File: config.mk
export PLATFORM = sky130hd
export DESIGN_NAME = width_conv_512_64
export DESIGN_NICKNAME = d
export VERILOG_FILES = /design/src/rtl/width_conv_512_64.sv
export SDC_FILE = /design/constraint.sdc
export NUM_CORES = 1
export LEC_CHECK = 0
export ABC_AREA = 1
export ABC_CLOCK_PERIOD_IN_PS = 29200
export CORE_MARGIN = 8
export CORE_UTILIZATION = 45
export CTS_CLUSTER_SIZE = 28
export DETAILED_ROUTE_END_ITERATION = 10
export PLACE_DENSITY = 0.72
export SYNTH_ARGS = -nofsm -noshare
export SYNTH_HDL_FRONTEND = slang
export SYNTH_SLANG_ARGS = --single-unit
File: constraint.sdc
create_clock -name aclk -period 29.2 [get_ports aclk]
set_input_delay 5.84 -clock aclk [delete_from_list [all_inputs] [get_ports aclk]]
set_output_delay 5.84 -clock aclk [all_outputs]
set_load 0.01 [all_outputs]
File: src/rtl/width_conv_512_64.sv
// AXI-Stream width down-converter: one wide beat in, RATIO narrow beats
// out, lane 0 first; define WIDTH_CONV_TKEEP_EN to add TKEEP lane trimming.
// Ports: aclk, areset (async, active-high), S_AXIS_* wide slave side,
// M_AXIS_* narrow master side, optional S_AXIS_TKEEP / M_AXIS_TKEEP.
module width_conv_512_64 #(
  parameter int C_S00_AXIS_TDATA_WIDTH = 512,
  parameter int C_M00_AXIS_TDATA_WIDTH = 64
) (
  input  logic                              aclk,
  input  logic                              areset,
  input  logic [C_S00_AXIS_TDATA_WIDTH-1:0] S_AXIS_TDATA,
  input  logic                              S_AXIS_TVALID,
  input  logic                              S_AXIS_TLAST,
  output logic                              S_AXIS_TREADY,
`ifdef WIDTH_CONV_TKEEP_EN
  input  logic [C_S00_AXIS_TDATA_WIDTH/8-1:0] S_AXIS_TKEEP,
  output logic [C_M00_AXIS_TDATA_WIDTH/8-1:0] M_AXIS_TKEEP,
`endif
  output logic [C_M00_AXIS_TDATA_WIDTH-1:0] M_AXIS_TDATA,
  output logic                              M_AXIS_TVALID,
  output logic                              M_AXIS_TLAST,
  input  logic                              M_AXIS_TREADY
);

  localparam int SW    = C_S00_AXIS_TDATA_WIDTH;
  localparam int MW    = C_M00_AXIS_TDATA_WIDTH;
  localparam int RATIO = SW / MW;
  localparam int CW    = $clog2(RATIO);
  localparam int KW    = MW / 8;

  typedef enum logic {
    IDLE = 1'b0,
    SEND = 1'b1
  } state_t;

  state_t state_q;
  state_t state_d;

  logic [RATIO-1:0][MW-1:0] lanes_q;
  logic                     last_q;
  logic [CW-1:0]            cnt_q;
  logic [CW-1:0]            fin_q;
  logic [CW-1:0]            fin_d;
  logic                     at_fin;
  logic                     s_hs;
  logic                     m_hs;

`ifdef WIDTH_CONV_TKEEP_EN
  logic [RATIO-1:0][KW-1:0] keep_q;
`endif

  assign at_fin = (cnt_q == fin_q);
  assign s_hs   = S_AXIS_TVALID & S_AXIS_TREADY;
  assign m_hs   = M_AXIS_TVALID & M_AXIS_TREADY;

  // Last lane to emit for an incoming beat: the top lane by default,
  // or the highest lane holding any kept byte (lane 0 if none).
  always_comb begin
    fin_d = '1;
`ifdef WIDTH_CONV_TKEEP_EN
    fin_d = '0;
    for (int k = 0; k < RATIO; k++) begin
      if (|S_AXIS_TKEEP[k*KW +: KW]) fin_d = CW'(k);
    end
`endif
  end

  always_ff @(posedge aclk or posedge areset) begin
    if (areset) state_q <= IDLE;
    else        state_q <= state_d;
  end

  always_comb begin
    state_d = state_q;
    unique case (state_q)
      IDLE: if (s_hs) state_d = SEND;
      SEND: if (m_hs && at_fin && !s_hs) state_d = IDLE;
      default: state_d = IDLE;
    endcase
  end

  always_comb begin
    M_AXIS_TVALID = (state_q == SEND);
    S_AXIS_TREADY = !areset &&
                    ((state_q == IDLE) ||
                     ((state_q == SEND) && M_AXIS_TREADY && at_fin));
    M_AXIS_TDATA  = '0;
    M_AXIS_TLAST  = 1'b0;
`ifdef WIDTH_CONV_TKEEP_EN
    M_AXIS_TKEEP  = '0;
`endif
    if (state_q == SEND) begin
      M_AXIS_TDATA = lanes_q[cnt_q];
      M_AXIS_TLAST = last_q & at_fin;
`ifdef WIDTH_CONV_TKEEP_EN
      M_AXIS_TKEEP = keep_q[cnt_q];
`endif
    end
  end

  always_ff @(posedge aclk or posedge areset) begin
    if (areset) begin
      lanes_q <= '0;
      last_q  <= 1'b0;
      cnt_q   <= '0;
      fin_q   <= '0;
`ifdef WIDTH_CONV_TKEEP_EN
      keep_q  <= '0;
`endif
    end else if (s_hs) begin
      lanes_q <= S_AXIS_TDATA;
      last_q  <= S_AXIS_TLAST;
      cnt_q   <= '0;
      fin_q   <= fin_d;
`ifdef WIDTH_CONV_TKEEP_EN
      keep_q  <= S_AXIS_TKEEP;
`endif
    end else if (m_hs && !at_fin) begin
      cnt_q   <= cnt_q + 1'b1;
    end
  end

endmodule
# Word level (Yosys, flattened, before mapping)
# Index checks and enable logic that the tools add are counted.
[classes]
bitwise = 4
div = 0
mux = 9
n_mul = 0
shift = 0
add_sub_neg = 1
n_eq_ne = 1
order_cmp = 1
reduce_logical = 11
[ops]
columns = ["operator", "count"]
rows = [
  ["64-bit binary-select mux with 3-bit select", 1],
  ["64-bit 2-to-1 mux", 2],
  ["1-bit logical AND", 6],
  ["3-bit 2-to-1 mux", 2],
  ["3-bit by 4-bit < comparator with 1-bit output (second input constant)", 1],
  ["3-bit by 1-bit adder with 3-bit output (second input constant)", 1],
  ["1-bit AND", 3],
  ["3-bit == test", 1],
  ["1-bit logical NOT", 3],
  ["1-bit 2-to-1 mux", 3],
  ["1-bit one-hot mux with 2 select lines", 1],
  ["2-bit nonzero test", 1],
  ["1-bit logical OR", 1],
  ["1-bit inverter", 1],
]
[word_totals]
wordCells = 39
mem_bits_ro = 0
mem_bits_rw = 0
latch_bits = 0
register_bits = 518
n_memories = 0

# Logic depth before layout (Yosys ltp)
[logic_depth]
depth_word = 9
depth_mapped = 11
depth_no_buf = 8

# Worst setup path after synthesis
# Ideal clock, no wire load.
[synth_path]
path_kind = "input to output"
start = "in areset"
end = "out S_AXIS_TREADY"
path_stages = 6
path_buffers = 3
t_arrival_ns = 13.208
t_required_ns = 23.360
path_slack_ns = 10.152
cell_sequence = "inv_1 -> buf_2 -> clkbuf_1 -> buf_2 -> nand3_1 -> inv_1"
[synth_via]
elab_chain_len = 2
[synth_rtl]
columns = ["element", "line_no", "text"]
rows = [
  ["start, declared", "10", "input logic areset,"],
  ["1-bit logical NOT (no source line)", "n/a", ""],
  ["1-bit logical AND", "84", "S_AXIS_TREADY = !areset &&"],
  ["end, declared", "14", "output logic S_AXIS_TREADY,"],
]
# Every way passes these cells.

# Final worst setup path
# Same ends and word-level chain as after synthesis.

==> flow_summary_export.csv <==
group,metric,value,unit
clock_network,postCtsSetupRepairBufs,0,
worst_setup_path,endpoint_kind,"output pin",
cells_and_area,most-common-layout-cells,"1302 x nand2_1, 582 x clkdlybuf4s50_1, 514 x nand4_1, 514 x dfrtp_1, 389 x nor2_1",
logic_synthesis,syn-num-nets,3984,
global_routing,grt_overflow,0,
outcome,outcome,"completed",
min_path,hp-class,"register to register",
routing,drtPass1Iterations,5,
worst_setup_path,rr_startpoint,"M_AXIS_TVALID",
clock_network,clock_sinks,518,
floorplan,io_pins,584,
clock_network,path_clk_slew,0.05,ns
global_routing,antenna_found_initial,41,
logic_synthesis,ys_seq_elements,518,
place,dp_cells,4517,
logic_synthesis,ys_seq_area_share,48.8,%
routing,drt_iter0_drc,3086,
clock_network,cts_resized,0,
routing,drc,0,
routing,ant_nets,0,
clock_network,cts_buffers,57,
min_path,min_from,"lanes_q[495]",
clock_network,cts_max_level,2,
global_routing,grt_pass1_wl,147000,um
cells_and_area,stdcell_count,4655,
worst_setup_path,start_kind,"input port",
cells_and_area,layout-drive-gt1-share,3.20,%
worst_setup_path,cp_max_fo,150,
worst_setup_path,arrival,7.78,ns
global_routing,grt_usage,27.9,%
routing,vias,26000,
clock_network,cts_tree,"done",
sta,rsz0062_at_grt,"false",
routing,wirelength,98100,um
routing,wl_per_cell,21.1,um
worst_setup_path,path_class,"input port to output pin",
routing,viasPerCell,5.58,
place,hpwl,62500,um
sta,fin_setup_tns,0,ns
sta,maxSlewHeadroom,22.4,%
sta,min_period,13.62,ns
power,powerDensity,108,nW/um^2
logic_synthesis,ys_warn_count,0,
power,leakage,16.1,nW
sta,hold_viol,0,
logic_synthesis,syn_area_per_cell,7.66,um^2
worst_setup_path,crit_start,"areset",
floorplan,core-area,58700,um^2
clock_network,root_buffer,"clkbuf_16",
sta,tightestPinTransition,1.16,ns
place,io_buffers,583,
cells_and_area,final_common_cell,"nand2_1",
worst_setup_path,worstPathRequired,23.36,ns
power,total_power,3.64,mW
job,drv_cap,0,
floorplan,die-area,67000,um^2
floorplan,die_x,259,um
global_routing,grt_max_degree,229,
floorplan,dieHeight,259,um
logic_synthesis,syn_inst,3466,
place,gp_congestion,0.919,
clock_network,insertion_delay,0.62,ns
cells_and_area,area_delta_synth_final,26.6,%
floorplan,initial_core_util,45.2,%
floorplan,placementRows,89,
cells_and_area,num-nets-final,4321,
global_routing,grt_pass1_vias,24200,
clock_network,cts_hold_buf,0,
logic_synthesis,synthDistinctLibCells,20,
sta,finClkSkew,0.0186,ns
power,ir_worst_vdd,0.0967,mV
clock_network,cts.path.max_buffers,3,
sta,max_freq,73.4,MHz
sta,setup_violations,0,
sta,slew_violations,0,
logic_synthesis,synth_area,26500,um^2
sta,timing.final.crit_share,46.7,%
-- worst paths after layout --
check,to,slack (ns),depth (start not counted)
setup / recovery,S_AXIS_TREADY,15.58,5
hold / removal,lanes_q[495],0.47,2
max in group asynchronous,lanes_q[109],19.40,6
min in group asynchronous,lanes_q[418],5.83,2
setup reg to reg,lanes_q[166],24.65,8
hold reg to reg,lanes_q[495],0.47,2
-- per-layer routing --
metal	track usage [%]	vias to the layer above	routed length, um
li1	-	12300	-
met1	41.3	12400	43300
met2	39.1	1118	42500
met3	6.23	182	9230
met4	11.0	20	3000
met5	0	-	130
-- worst max-delay path, cell delays in order --
cell	delay, ns
clkdlybuf4s50_1	0.49
inv_8	0.64
nand3_1	0.16
inv_1	0.09
clkdlybuf4s50_1	0.54
-- cells in the mapped netlist --
cell,instances,area (um^2)
o21ai_1,12,60.1
nand2_1,1302,4890
ha_1,1,12.5
o21ai_0,246,1230
buf_4,8,60.1
nand4_1,514,3220
buf_2,58,290
buf_6,74,833
dfrtp_1,518,13000
inv_1,10,37.5
nand3_1,69,345
buf_8,4,60.1
inv_2,2,7.51
buf_1,11,41.3
nand3_2,1,10.0
nand2_4,1,11.3
nor2_1,389,1460
nand4_2,1,12.5
a21oi_1,64,320
clkbuf_1,181,679
-- flip-flops by register name, indices dropped and copies added, names as in the netlist --
signal,flops
lanes_q,512
cnt_q,3
M_AXIS_TVALID,1
fin_q,1
last_q,1
-- area by class of cell --
class,instances,area [um^2]
fillers,5476,25100
flip-flops and latches,518,13000
repair buffers,614,6120
well taps,773,967
diodes,34,85.1
clock buffers,93,1690
inverters,12,62.6
multi-input cells,2600,11600
clock inverters,11,114
-- where the power goes --
| group | switching [mW] | internal, mW |
|---|---|---|
| sequential | 0.209 | 1.07 |
| combinational | 1.05 | 0.589 |
| clock | 0.302 | 0.411 |
| total | 1.57 | 2.07 |
-- logic make-up (layout without fill, tap and decap cells) --
logic type,Yosys count,after routing,synth area share (%)
AO/OA/AOI/OAI,322,322,6.07
adder cells (fa/ha/maj),1,1,0.0471
buffers and inverters,348,730,7.57
flip-flops,518,518,48.8
other,0,34,0
AND/OR/NAND/NOR,2277,2277,37.5
-- stage by stage --
stage          utilization [%]  setup slack, ns  hold slack (ns)  area (um^2)
2_1_floorplan                -            10.15            0.444        26500
3_3_place_gp              54.0            15.54            0.456        31700
3_5_place_dp              54.0            15.55            0.460        31700
4_1_cts                   57.1            15.54            0.476        33500
5_1_grt                   57.2            15.41            0.485        33600
6_report                  57.3            15.58            0.471        33600
(Power assumes the default switching activity.)
